<file path="config.mk">
export PLATFORM = sky130hd
export DESIGN_NAME = serial_adder
export DESIGN_NICKNAME = d
export VERILOG_FILES = /design/src/rtl/serial_adder_pkg.sv /design/src/rtl/serial_adder_fa_cell.sv /design/src/rtl/serial_adder.sv
export SDC_FILE = /design/constraint.sdc
export NUM_CORES = 1
export LEC_CHECK = 0
export ABC_AREA = 1
export CORE_UTILIZATION = 28
export DETAILED_ROUTE_END_ITERATION = 8
export PLACE_DENSITY = 0.63
export SLEW_MARGIN = 20
export SYNTH_ARGS = -nofsm -noshare
export SYNTH_HDL_FRONTEND = slang
export SYNTH_SLANG_ARGS = --single-unit
export TNS_END_PERCENT = 5
</file>
<file path="constraint.sdc">
create_clock -name clk -period 1.2 [get_ports clk]
set_input_delay 0.24 -clock clk [delete_from_list [all_inputs] [get_ports clk]]
set_output_delay 0.24 -clock clk [all_outputs]
set_load 0.02 [all_outputs]
</file>
<file path="src/rtl/serial_adder_pkg.sv">
// -----------------------------------------------------------------------------
// serial_adder_pkg
// Shared definitions for the bit-serial adder:
//   - serial_adder_state_e : control FSM states (IDLE, RUN, DONE)
//   - WIDTH_MIN            : smallest legal operand width
// -----------------------------------------------------------------------------
package serial_adder_pkg;

    typedef enum logic [1:0] {
        ST_IDLE = 2'd0,
        ST_RUN  = 2'd1,
        ST_DONE = 2'd2
    } serial_adder_state_e;

    localparam int WIDTH_MIN = 2;

endpackage

</file>
<file path="src/rtl/serial_adder_fa_cell.sv">
// -----------------------------------------------------------------------------
// fa_cell
// Combinational 1-bit full adder. This is the only arithmetic element of the
// serial adder.
// Ports:
//   a, b, cin : input bits
//   s         : sum bit   = a ^ b ^ cin
//   c         : carry out = majority(a, b, cin)
// -----------------------------------------------------------------------------
module fa_cell (
    input  logic a,
    input  logic b,
    input  logic cin,
    output logic s,
    output logic c
);

    assign s = a ^ b ^ cin;
    assign c = (a & b) | (b & cin) | (cin & a);

endmodule

</file>
<file path="src/rtl/serial_adder.sv">
// -----------------------------------------------------------------------------
// serial_adder
// Bit-serial adder. Operands are taken through a valid/ready handshake and
// added LSB-first, one bit per clock, through a single full-adder cell and a
// carry flip-flop. The result is offered through a second valid/ready
// handshake and is held for as long as the consumer stalls.
//
// Parameters:
//   WIDTH      : operand/sum width, >= WIDTH_MIN (2)
// Ports:
//   clk        : clock, rising edge
//   rst        : synchronous active-high reset
//   in_valid   : operands valid
//   in_ready   : accepting operands (IDLE only, low while rst is high)
//   a, b       : WIDTH-bit operands
//   cin        : carry-in
//   sub        : subtract mode (only when SERIAL_ADDER_SUB_EN is defined)
//   out_valid  : sum/cout hold a completed result
//   out_ready  : consumer accepts the result
//   sum        : WIDTH-bit registered result
//   cout       : registered carry out of the MSB
//   busy       : high in RUN and DONE
//
// Build option: define SERIAL_ADDER_SUB_EN to add the sub port and a - b mode.
// -----------------------------------------------------------------------------
module serial_adder
    import serial_adder_pkg::*;
#(
    parameter int WIDTH = 8
) (
    input  logic             clk,
    input  logic             rst,
    input  logic             in_valid,
    output logic             in_ready,
    input  logic [WIDTH-1:0] a,
    input  logic [WIDTH-1:0] b,
    input  logic             cin,
`ifdef SERIAL_ADDER_SUB_EN
    input  logic             sub,
`endif
    output logic             out_valid,
    input  logic             out_ready,
    output logic [WIDTH-1:0] sum,
    output logic             cout,
    output logic             busy
);

    localparam int CNT_W = $clog2(WIDTH);
    localparam logic [CNT_W-1:0] CNT_LAST = CNT_W'(WIDTH - 1);

    if (WIDTH < WIDTH_MIN) begin : g_width_check
        $error("serial_adder: WIDTH (%0d) must be >= %0d", WIDTH, WIDTH_MIN);
    end

    serial_adder_state_e state_q, state_d;
    logic [WIDTH-1:0]    a_sr_q, a_sr_d;
    logic [WIDTH-1:0]    b_sr_q, b_sr_d;
    logic [WIDTH-1:0]    sum_sr_q, sum_sr_d;
    logic                carry_q, carry_d;
    logic [CNT_W-1:0]    cnt_q, cnt_d;
    logic                idle_ready;
    logic                fa_s;
    logic                fa_c;

    fa_cell u_fa (
        .a   (a_sr_q[0]),
        .b   (b_sr_q[0]),
        .cin (carry_q),
        .s   (fa_s),
        .c   (fa_c)
    );

    always_ff @(posedge clk) begin
        if (rst) begin
            state_q  <= ST_IDLE;
            a_sr_q   <= '0;
            b_sr_q   <= '0;
            sum_sr_q <= '0;
            carry_q  <= 1'b0;
            cnt_q    <= '0;
        end else begin
            state_q  <= state_d;
            a_sr_q   <= a_sr_d;
            b_sr_q   <= b_sr_d;
            sum_sr_q <= sum_sr_d;
            carry_q  <= carry_d;
            cnt_q    <= cnt_d;
        end
    end

    always_comb begin
        state_d    = state_q;
        a_sr_d     = a_sr_q;
        b_sr_d     = b_sr_q;
        sum_sr_d   = sum_sr_q;
        carry_d    = carry_q;
        cnt_d      = cnt_q;
        idle_ready = 1'b0;
        out_valid  = 1'b0;
        busy       = 1'b0;

        case (state_q)
            ST_IDLE: begin
                idle_ready = 1'b1;
                if (in_valid) begin
                    a_sr_d = a;
`ifdef SERIAL_ADDER_SUB_EN
                    // a - b as a + ~b + 1; the caller's cin is irrelevant here.
                    if (sub) begin
                        b_sr_d  = ~b;
                        carry_d = 1'b1;
                    end else begin
                        b_sr_d  = b;
                        carry_d = cin;
                    end
`else
                    b_sr_d  = b;
                    carry_d = cin;
`endif
                    cnt_d   = '0;
                    state_d = ST_RUN;
                end
            end

            ST_RUN: begin
                busy = 1'b1;
                // Sum bits enter at the MSB so that after WIDTH steps the
                // first (LSB) result bit has reached position 0.
                sum_sr_d = {fa_s, sum_sr_q[WIDTH-1:1]};
                a_sr_d   = a_sr_q >> 1;
                b_sr_d   = b_sr_q >> 1;
                carry_d  = fa_c;
                cnt_d    = cnt_q + CNT_W'(1);
                if (cnt_q == CNT_LAST) begin
                    state_d = ST_DONE;
                end
            end

            ST_DONE: begin
                busy      = 1'b1;
                out_valid = 1'b1;
                if (out_ready) begin
                    state_d = ST_IDLE;
                end
            end

            default: begin
                state_d = ST_IDLE;
            end
        endcase
    end

    // rst gates in_ready combinationally so no producer sees a handshake that
    // the reset is about to discard.
    assign in_ready = idle_ready & ~rst;
    assign sum      = sum_sr_q;
    assign cout     = carry_q;

endmodule

</file>
# [Word-level counts from Yosys, hierarchy flattened]
# Cells that the tools add are included.
[classes] reduce_logical=5 bitwise_logic=9 add_sub_neg=1 muxes=15 eq_ne=6
[ops] operator="$pmux 8 s2" count=2
[ops] operator="$mux 8" count=2
[ops] operator="$mux 2" count=3
[ops] operator="$ne 2x2->1 const B" count=3
[ops] operator="$pmux 2 s3" count=1
[ops] operator="$pmux 3 s2" count=1
[ops] operator="$and 1x1->1" count=4
[ops] operator="$mux 1" count=4
[ops] operator="$add 3x1->3 const B" count=1
[ops] operator="$eq 3x3->1 const B" count=1
[ops] operator="$mux 3" count=1
[ops] operator="$reduce_and 3->1" count=1
[ops] operator="$eq 2x1->1 const B" count=1
[ops] operator="$eq 2x2->1 const B" count=1
[ops] operator="$logic_not 2->1" count=1
[ops] operator="$or 1x1->1" count=2
[ops] operator="$pmux 1 s2" count=1
[ops] operator="$reduce_and 2->1" count=1
[ops] operator="$reduce_bool 2->1" count=1
[ops] operator="$reduce_or 2->1" count=1
[ops] operator="$xor 1x1->1" count=2
[ops] operator="$not 1->1" count=1
[word_totals] word_cells=42 output_inout_bits=12 ff_bits=30

# [Longest topological paths before layout]
# Gate-level depths: netlist of run 1.
[logic_depth] ltp_word=4 mapped_depth=9 mapped_depth_nobuf=8

# [Cells and area by module]
# Synthesis of run 1 repeated with hierarchy kept, for this count alone.
[unflattened] hier_cells=202 area_unflattened_um2=1423.9
[modules_own_cells] module="serial_adder" seq_area_each_um2=600.6 area_each_um2=1403.8 cells_each=201 instances=1
[modules_own_cells] module="fa_cell" seq_area_each_um2=0.0 area_each_um2=20.0 cells_each=1 instances=1

# [Worst setup path before layout of run 1]
# No wires, ideal clock.
[synth_path] path_kind="reg-to-reg" from="reg state_q[0]" to="reg a_sr_q[6]" setup_slack_ps=-105 period_less_slack_ps=1305 setup_ps=116 required_ps=1084 t_arrival_ps=1189 path_stages_with_launch=10 path_cell_list="dfxtp_1 inv_1 ha_1 inv_2 nand2_4 nand2_4 inv_6 buf_12 nor2_1 nor2_1"
[synth_via] elab_chain_len=3 elab_cells_between_ends=6
[synth_rtl] item="start, declared" line="serial_adder.sv:55" rtl="serial_adder_state_e state_q, state_d;"
[synth_rtl] item="start signal, assigned" line="serial_adder.sv:82" rtl="state_q <= state_d;"
[synth_rtl] item="$eq 2x1->1 or $logic_not 2->1 (tied branches)" line="serial_adder.sv:102" rtl="case (state_q)"
[synth_rtl] item="$reduce_bool 2->1 (no line) or $ne 2x2->1 (tied branches)"
[synth_rtl] item="$reduce_and 2->1 (no line)"
[synth_rtl] item="end signal, assigned" line="serial_adder.sv:83" rtl="a_sr_q <= a_sr_d;"
[synth_rtl] item="end, declared" line="serial_adder.sv:56" rtl="logic [WIDTH-1:0] a_sr_q, a_sr_d;"
# Parallel ways exist; a longest one is shown, timed or not.
# A chain may end at the register's enable or synchronous reset.

# [Final worst setup path of run 1]
[layout_path] from="reg state_q[1]" to="out in_ready"
[layout_via] elab_chain_len=3
[layout_rtl] item="$logic_not 2->1" line="serial_adder.sv:102"
[layout_rtl] item="$mux 1" line="serial_adder.sv:102"
[layout_rtl] item="$and 1x1->1" line="serial_adder.sv:155" rtl="assign in_ready = idle_ready & ~rst;"
[layout_rtl] item="end, declared" line="serial_adder.sv:34" rtl="output logic in_ready,"
# No other way between the ends.

==> metrics.md, run 1 <==
| Metric | Value |
|---|---|
| Maximum clock frequency | `767 MHz` |
| Cell variety after synth | `20` |
| Outcome | `finished, violations left` |
| Max Cap Viol | `0` |
| H-tree levels | `2` |
| First-pass GRT wire length | `5410 um` |
| Max Slew Vio Count | `0` |
| Nets | `between 200 and 300` |
| P_sw | `0.00242 W` |
| Critical path required time | `0.96 ns` |
| Final Wtd Congestion | `a little over 0.7` |
| Syn nets | `230` |
| Die Footprint | `5370 sq um` |
| Drt drc | `0` |
| CTS root buffer | `clkbuf_8` |
| HPWL reported at the end of detailed placement | `approximately 2100 um` |
| Seq cells post-synth | `30` |
| Arrival time worst endpoint | `approximately 1.1 ns` |
| RSZ-0062 raised after global routing | `true` |
| R2R cell count | `8` |
| CTS clk-pin slew, worst paths | `approximately 0.06 ns` |
| Layout Skew | `slightly below 0.006 ns` |
| Sw Share | `41.0%` |
| Final ANT Viol Nets | `0` |
| Comb pwr share | `a little under three fifths` |
| First-pass DRT Iterations | `4` |
| Design Power | `a little under 0.006 W` |
| TritonCTS Buffers | `5` |
| Starting density of the core | `between 20% and 30%` |
| Tmin final | `about 1.3 ns` |
| Critical path type | `register to primary output` |
| Multi-input gate area | `about 830 sq um` |
| Routed WL | `~3300 um` |
| Sequential-to-total area share from yosys stat | `between 40% and 50%` |
| Most frequent cell after synthesis | `nand2_1` |
| Total track usage | `13.3%` |
| CTS max path bufs | `2` |
| # rows | `25` |
| Leading area contributor after synthesis | `dfxtp_1` |
| Peak supply drop | `1450 uV` |
| RR Startpoint | `state_q[1]` |
| EDFF count, synth | `0` |
| Worst hold endpoint | `cnt_q[1]` |
| Slew margin rel. | `a little under nine tenths` |
| Mapped Area | `~1400 sq um` |
| Sequential cell area | `603 sq um` |
| Final WS setup | `-0.103 ns` |
| R2r setup slk | `-0.10 ns` |
| Clock Power Share | `16.7%` |
| Violated checks | `setup timing` |
| Vias per inst | `4.16` |
| Clock Latency Late Sink | `roughly 0.28 ns` |
| Power Internal | `about 0.0035 W` |
| TritonCTS clock tree | `built` |
| Layout cell share with drive strength beyond 1 | `26.3%` |
| Startpoint Class | `register` |
| Worst Hold Class | `register to register` |
| CP Capture Type | `primary output` |
| Avg Inst Size Synth | `around 7.0 sq um` |
| Area growth from synthesis to layout | `53.5%` |
| Worst Hold Margin | `approximately 0.5 ns` |
| Yosys top cell area share | `42.2%` |
| Mapped Cells | `202` |
| Initial DRC Count | `between 40 and 50` |
| List of most frequent post-synthesis cells | `nand2_1, nor2_1, dfxtp_1` |
| Largest net degree at the start of global routing | `25` |
| Ys async rst share | `0%` |
| Hold_buf cts | `0` |
| Final Util | `a little under half` |
| CORE AREA | `between 4000 and 5000 sq um` |
| Horiz. Die Dim | `approximately 73 um` |
| Grt total ovfl | `0` |
| Ratio of total power to cell area | `between 2000 and 3000 nW/um^2` |
| Vias in the first global route | `between 1000 and 1500` |
| Seq pwr share | `27.5%` |
| Synth Flop Type | `dfxtp_1` |
| Ant diodes | `0` |
| Worst-path maximum fanout | `2` |
| Top post-synthesis cells by area | `dfxtp_1, nand2_1, nor2_1` |
| Final Hold Violating Endpoints | `0` |
| Io pins | `33` |
| Worst setup path startpoint | `state_q[1]` |
| Pleak | `1.01 nW` |
| Clock sink count | `30` |
| Final setup fails | `27` |
| R2r endpoint | `b_sr_q[3]` |
| Hold Crit Depth | `2` |
| WL/cell | `between 10 and 15 um` |
| Filler cell count | `503` |
| Initial antenna violation count | `0` |
| Die height | `73.3 um` |
| Syn. warnings | `0` |
| DR vias | `about 1300` |
| Port bufs | `32` |
| Slew @ Worst Pin | `around 0.21 ns` |
| Setup TNS Final | `-1.73 ns` |
| Min-Delay Startpoint | `cnt_q[1]` |
| Fin crit share | `109%` |
-- what timing repair did --
action | CTS | global route
setup endpoints to repair | 41 | 41
cloned | 0 | 1
resized for setup | 40 | 37
setup buffers | 1 | 2
pin swaps | 3 | 9
-- per-layer routing --
layer	up-vias	global-route usage (%)	share of wire (%)
li1	733	-	-
met1	577	16.3	48
met2	26	20.9	45
met3	5	3.98	4.8
met4	0	7.69	2.0
met5	-	0	0
-- state kept, by name (all words and copies together), names as in the netlist --
name	count
b_sr_q	8
a_sr_q	8
cnt_q	3
sum	8
state_q	2
cout	1
-- area by class of cell --
type	count	area share, %
multi-input combinational	154	37.8
tap	67	3.84
inverter	10	2.63
clock inverter	3	1.83
timing repair buffer	53	23.2
sequential	30	27.6
clock buffer	5	3.15
-- cell families (layout without fill, tap and decap cells) --
| group | after synthesis | in the layout | synth area share [%] |
|---|---|---|---|
| AND/OR/NAND/NOR | 117 | 118 | 32.7 |
| AO/OA/AOI/OAI | 29 | 29 | 10.2 |
| buffers and inverters | 19 | 71 | 8.26 |
| flip-flops | 30 | 30 | 42.2 |
| adder cells (fa/ha/maj) | 7 | 7 | 6.68 |
-- power by group through the flow --
stage	combinational, W	sequential, W	clock [W]
final	0.00330	0.00163	0.000986
after global routing	0.00366	0.00168	0.00108
after CTS	0.00294	0.00161	0.00102
after detailed placement	0.00285	0.00163	0
after global placement	0.00285	0.00162	0
after floorplan	0.00181	0.00175	0
-- worst max-delay path by stage --
| stage | to | slack, ns | depth (start not counted) |
|---|---|---|---|
| 2_1_floorplan | a_sr_q[3] | -0.02 | 9 |
| 3_3_place_gp | in_ready | -0.47 | 3 |
| 3_5_place_dp | in_ready | -0.46 | 3 |
| 4_1_cts | b_sr_q[4] | -0.17 | 8 |
| 5_1_grt | b_sr_q[3] | -0.18 | 8 |
| 6_report | in_ready | -0.10 | 5 |
-- worst max-delay path, cell delays in order (launching register included) --
cell	delay, ns
dfxtp_2	0.33
inv_4	0.06
ha_4	0.13
inv_2	0.03
nor2_1	0.08
buf_4	0.15
-- layout by cell type (no fill, tap or decap), drive strengths merged --
cell type,synthesis,final
nand2,59,60
nor2,53,53
dfxtp,30,30
buf,6,25
o21ai,24,24
clkdlybuf4s50,0,20
inv,10,9
clkbuf,3,9
ha,6,6
nand3,5,5
a21oi,5,5
clkdlybuf4s15,0,4
clkinv,0,3
fa,1,1
bufinv,0,1
-- metrics by stage --
stage          setup WS, ns  cell area [sq um]  instances
3_3_place_gp         -0.467               1950        311
6_report             -0.103               2190        322
2_1_floorplan       -0.0175               1460        202
3_5_place_dp         -0.464               1950        311
5_1_grt              -0.176               2190        322
4_1_cts              -0.167               2080        320
Note: power is estimated with default switching activity, not from simulation.
==> run 2, diff against run 1 <==
- PLACE_DENSITY: 0.63 -> 0.57
==> metrics.md, run 2 (same netlist as run 1, synthesis figures left out) <==
| Metric | Value |
|---|---|
| Hold Crit Depth | `2 (unchanged)` |
| Area growth from synthesis to layout | `56.1% (was 53.5%)` |
| Final Wtd Congestion | `0.745 (was 0.707)` |
| Die height | `73.3 um (unchanged)` |
| Die Footprint | `5370 sq um (unchanged)` |
| CTS root buffer | `clkbuf_8 (unchanged)` |
| Routed WL | `3290 um (was 3300 um)` |
| TritonCTS Buffers | `5 (unchanged)` |
| CTS clk-pin slew, worst paths | `0.07 ns (was 0.06 ns)` |
| Io pins | `33 (unchanged)` |
| Most common cell after layout, fill and taps aside | `nand2_1 (unchanged)` |
| Vias in the first global route | `1248 (was 1287)` |
| Final Util | `46.1% (was 45.4%)` |
| Slew @ Worst Pin | `0.230 ns (was 0.215 ns)` |
| Port bufs | `32 (unchanged)` |
| Startpoint Class | `register (unchanged)` |
| Hold_buf cts | `0 (unchanged)` |
| Violated checks | `setup timing (unchanged)` |
| CTS max path bufs | `2 (unchanged)` |
| Drt drc | `0 (unchanged)` |
| First-pass DRT Iterations | `4 (unchanged)` |
| Slew margin rel. | `84.6% (was 85.6%)` |
| Max Slew Vio Count | `0 (unchanged)` |
| Outcome | `finished, violations left (unchanged)` |
| Total track usage | `13.4% (was 13.3%)` |
| Tmin final | `1.30 ns (about the same)` |
| Starting density of the core | `29.6% (unchanged)` |
| Worst-path maximum fanout | `7 (was 2)` |
| Pleak | `1.02 nW (was 1.01 nW)` |
| Arrival time worst endpoint | `1.48 ns (was 1.06 ns)` |
| # rows | `25 (unchanged)` |
| TritonCTS clock tree | `built (unchanged)` |
| Vias per inst | `4.28 (was 4.16)` |
| Ratio of total power to cell area | `2820 nW/um^2 (was 2710 nW/um^2)` |
| Worst Hold Margin | `0.467 ns (was 0.486 ns)` |
| Max Cap Viol | `0 (unchanged)` |
| Worst Hold Class | `register to register (unchanged)` |
| RSZ-0062 raised after global routing | `true (unchanged)` |
| Peak supply drop | `1200 uV (was 1450 uV)` |
| Horiz. Die Dim | `73.3 um (unchanged)` |
| Final Hold Violating Endpoints | `0 (unchanged)` |
| Initial antenna violation count | `0 (unchanged)` |
| R2R cell count | `8 (unchanged)` |
| DR vias | `1368 (was 1341)` |
| Ant diodes | `0 (unchanged)` |
| Fin crit share | `108% (was 109%)` |
| Final ANT Viol Nets | `0 (unchanged)` |
| Layout cell share with drive strength beyond 1 | `28.5% (was 26.3%)` |
| Final WS setup | `-0.100 ns (was -0.103 ns)` |
| Final setup fails | `29 (was 27)` |
| Grt total ovfl | `0 (unchanged)` |
| Largest net degree at the start of global routing | `24 (was 25)` |
| Nets | `280 (was 282)` |
| Clock Latency Late Sink | `0.28 ns (about the same)` |
| H-tree levels | `2 (unchanged)` |
| Critical path type | `register to register (was register to primary output)` |
| WL/cell | `10.3 um (was 10.2 um)` |
| First-pass GRT wire length | `5460 um (was 5410 um)` |
| Critical path required time | `1.38 ns (was 0.96 ns)` |
| Initial DRC Count | `55 (was 49)` |
| CORE AREA | `4820 sq um (unchanged)` |
| Maximum clock frequency | `769 MHz (was 767 MHz)` |
| HPWL reported at the end of detailed placement | `2270 um (was 2140 um)` |
| Layout Skew | `0.00531 ns (was 0.00593 ns)` |
| CP Capture Type | `register (was primary output)` |
| Clock sink count | `30 (unchanged)` |
| Commonest non-fill, non-tap cells in the layout | `nand2_1, nor2_1, dfxtp_1, clkdlybuf4s50_1, o21ai_0 (was nand2_1, nor2_1, dfxtp_1, clkdlybuf4s50_1, buf_4)` |
-- run 2: final cells by class --
| cell class | instances | area [sq um] |
|---|---|---|
| inverter | 10 | 50.0 |
| timing repair buffer | 51 | 500 |
| clock inverter | 2 | 60.1 |
| tap | 67 | 83.8 |
| fill | 503 | 2590 |
| multi-input combinational | 154 | 842 |
| sequential | 30 | 603 |
| clock buffer | 6 | 82.6 |
-- run 2: critical path: stages (launching register included) --
cell,delay (ns)
dfxtp_2,0.35
inv_4,0.04
buf_6,0.11
ha_4,0.19
nand2_8,0.10
nand2_8,0.08
buf_8,0.15
o21ai_2,0.11
nor2_1,0.05
-- run 2: metal layers --
layer	vias up	global-route usage, %	wire (um)
li1	731	-	-
met2	29	20.9	1460
met5	-	0	0
met3	7	3.43	152
met4	0	7.05	68
met1	601	17.0	1620
-- run 2: report_power, final --
group,switching [W],total [W],internal (W)
Combinational,0.00184,0.00335,0.00151
Sequential,0.000243,0.00163,0.00139
Clock,0.000398,0.00128,0.000886
Total,0.00248,0.00627,0.00379
-- run 2: path summary, 6_finish.rpt --
path	from	end	slack [ns]
worst max-delay path	state_q[1]	b_sr_q[2]	-0.10
worst min-delay path	cnt_q[2]	cnt_q[2]	0.47
worst max register to register	state_q[1]	b_sr_q[2]	-0.10
worst min register to register	cnt_q[2]	cnt_q[2]	0.47
-- run 2: what timing repair did --
action,CTS,global route
gates resized for setup,54,22
setup buffers,0,1
cloned,0,1
pin swaps,2,9
endpoints found under the setup margin,42,39
-- run 2: through the flow --
step	cells	setup WS (ns)	power, W	setup TNS [ns]	cell area [sq um]
detailed placement	310	-0.453	0.00461	-6.21	1970
global placement	310	-0.460	0.00457	-5.81	1970
CTS	318	-0.123	0.00611	-1.92	2170
finish	320	-0.100	0.00627	-1.80	2220
floorplan	202	-0.0175	0.00356	-0.141	1460
global route	320	-0.176	0.00674	-3.91	2220
==> run 3, diff against run 2 <==
- CTS_CLUSTER_SIZE: default -> 24
==> results of run 3 <==
Final layout, timing and power as in run 2 (identical DEF).
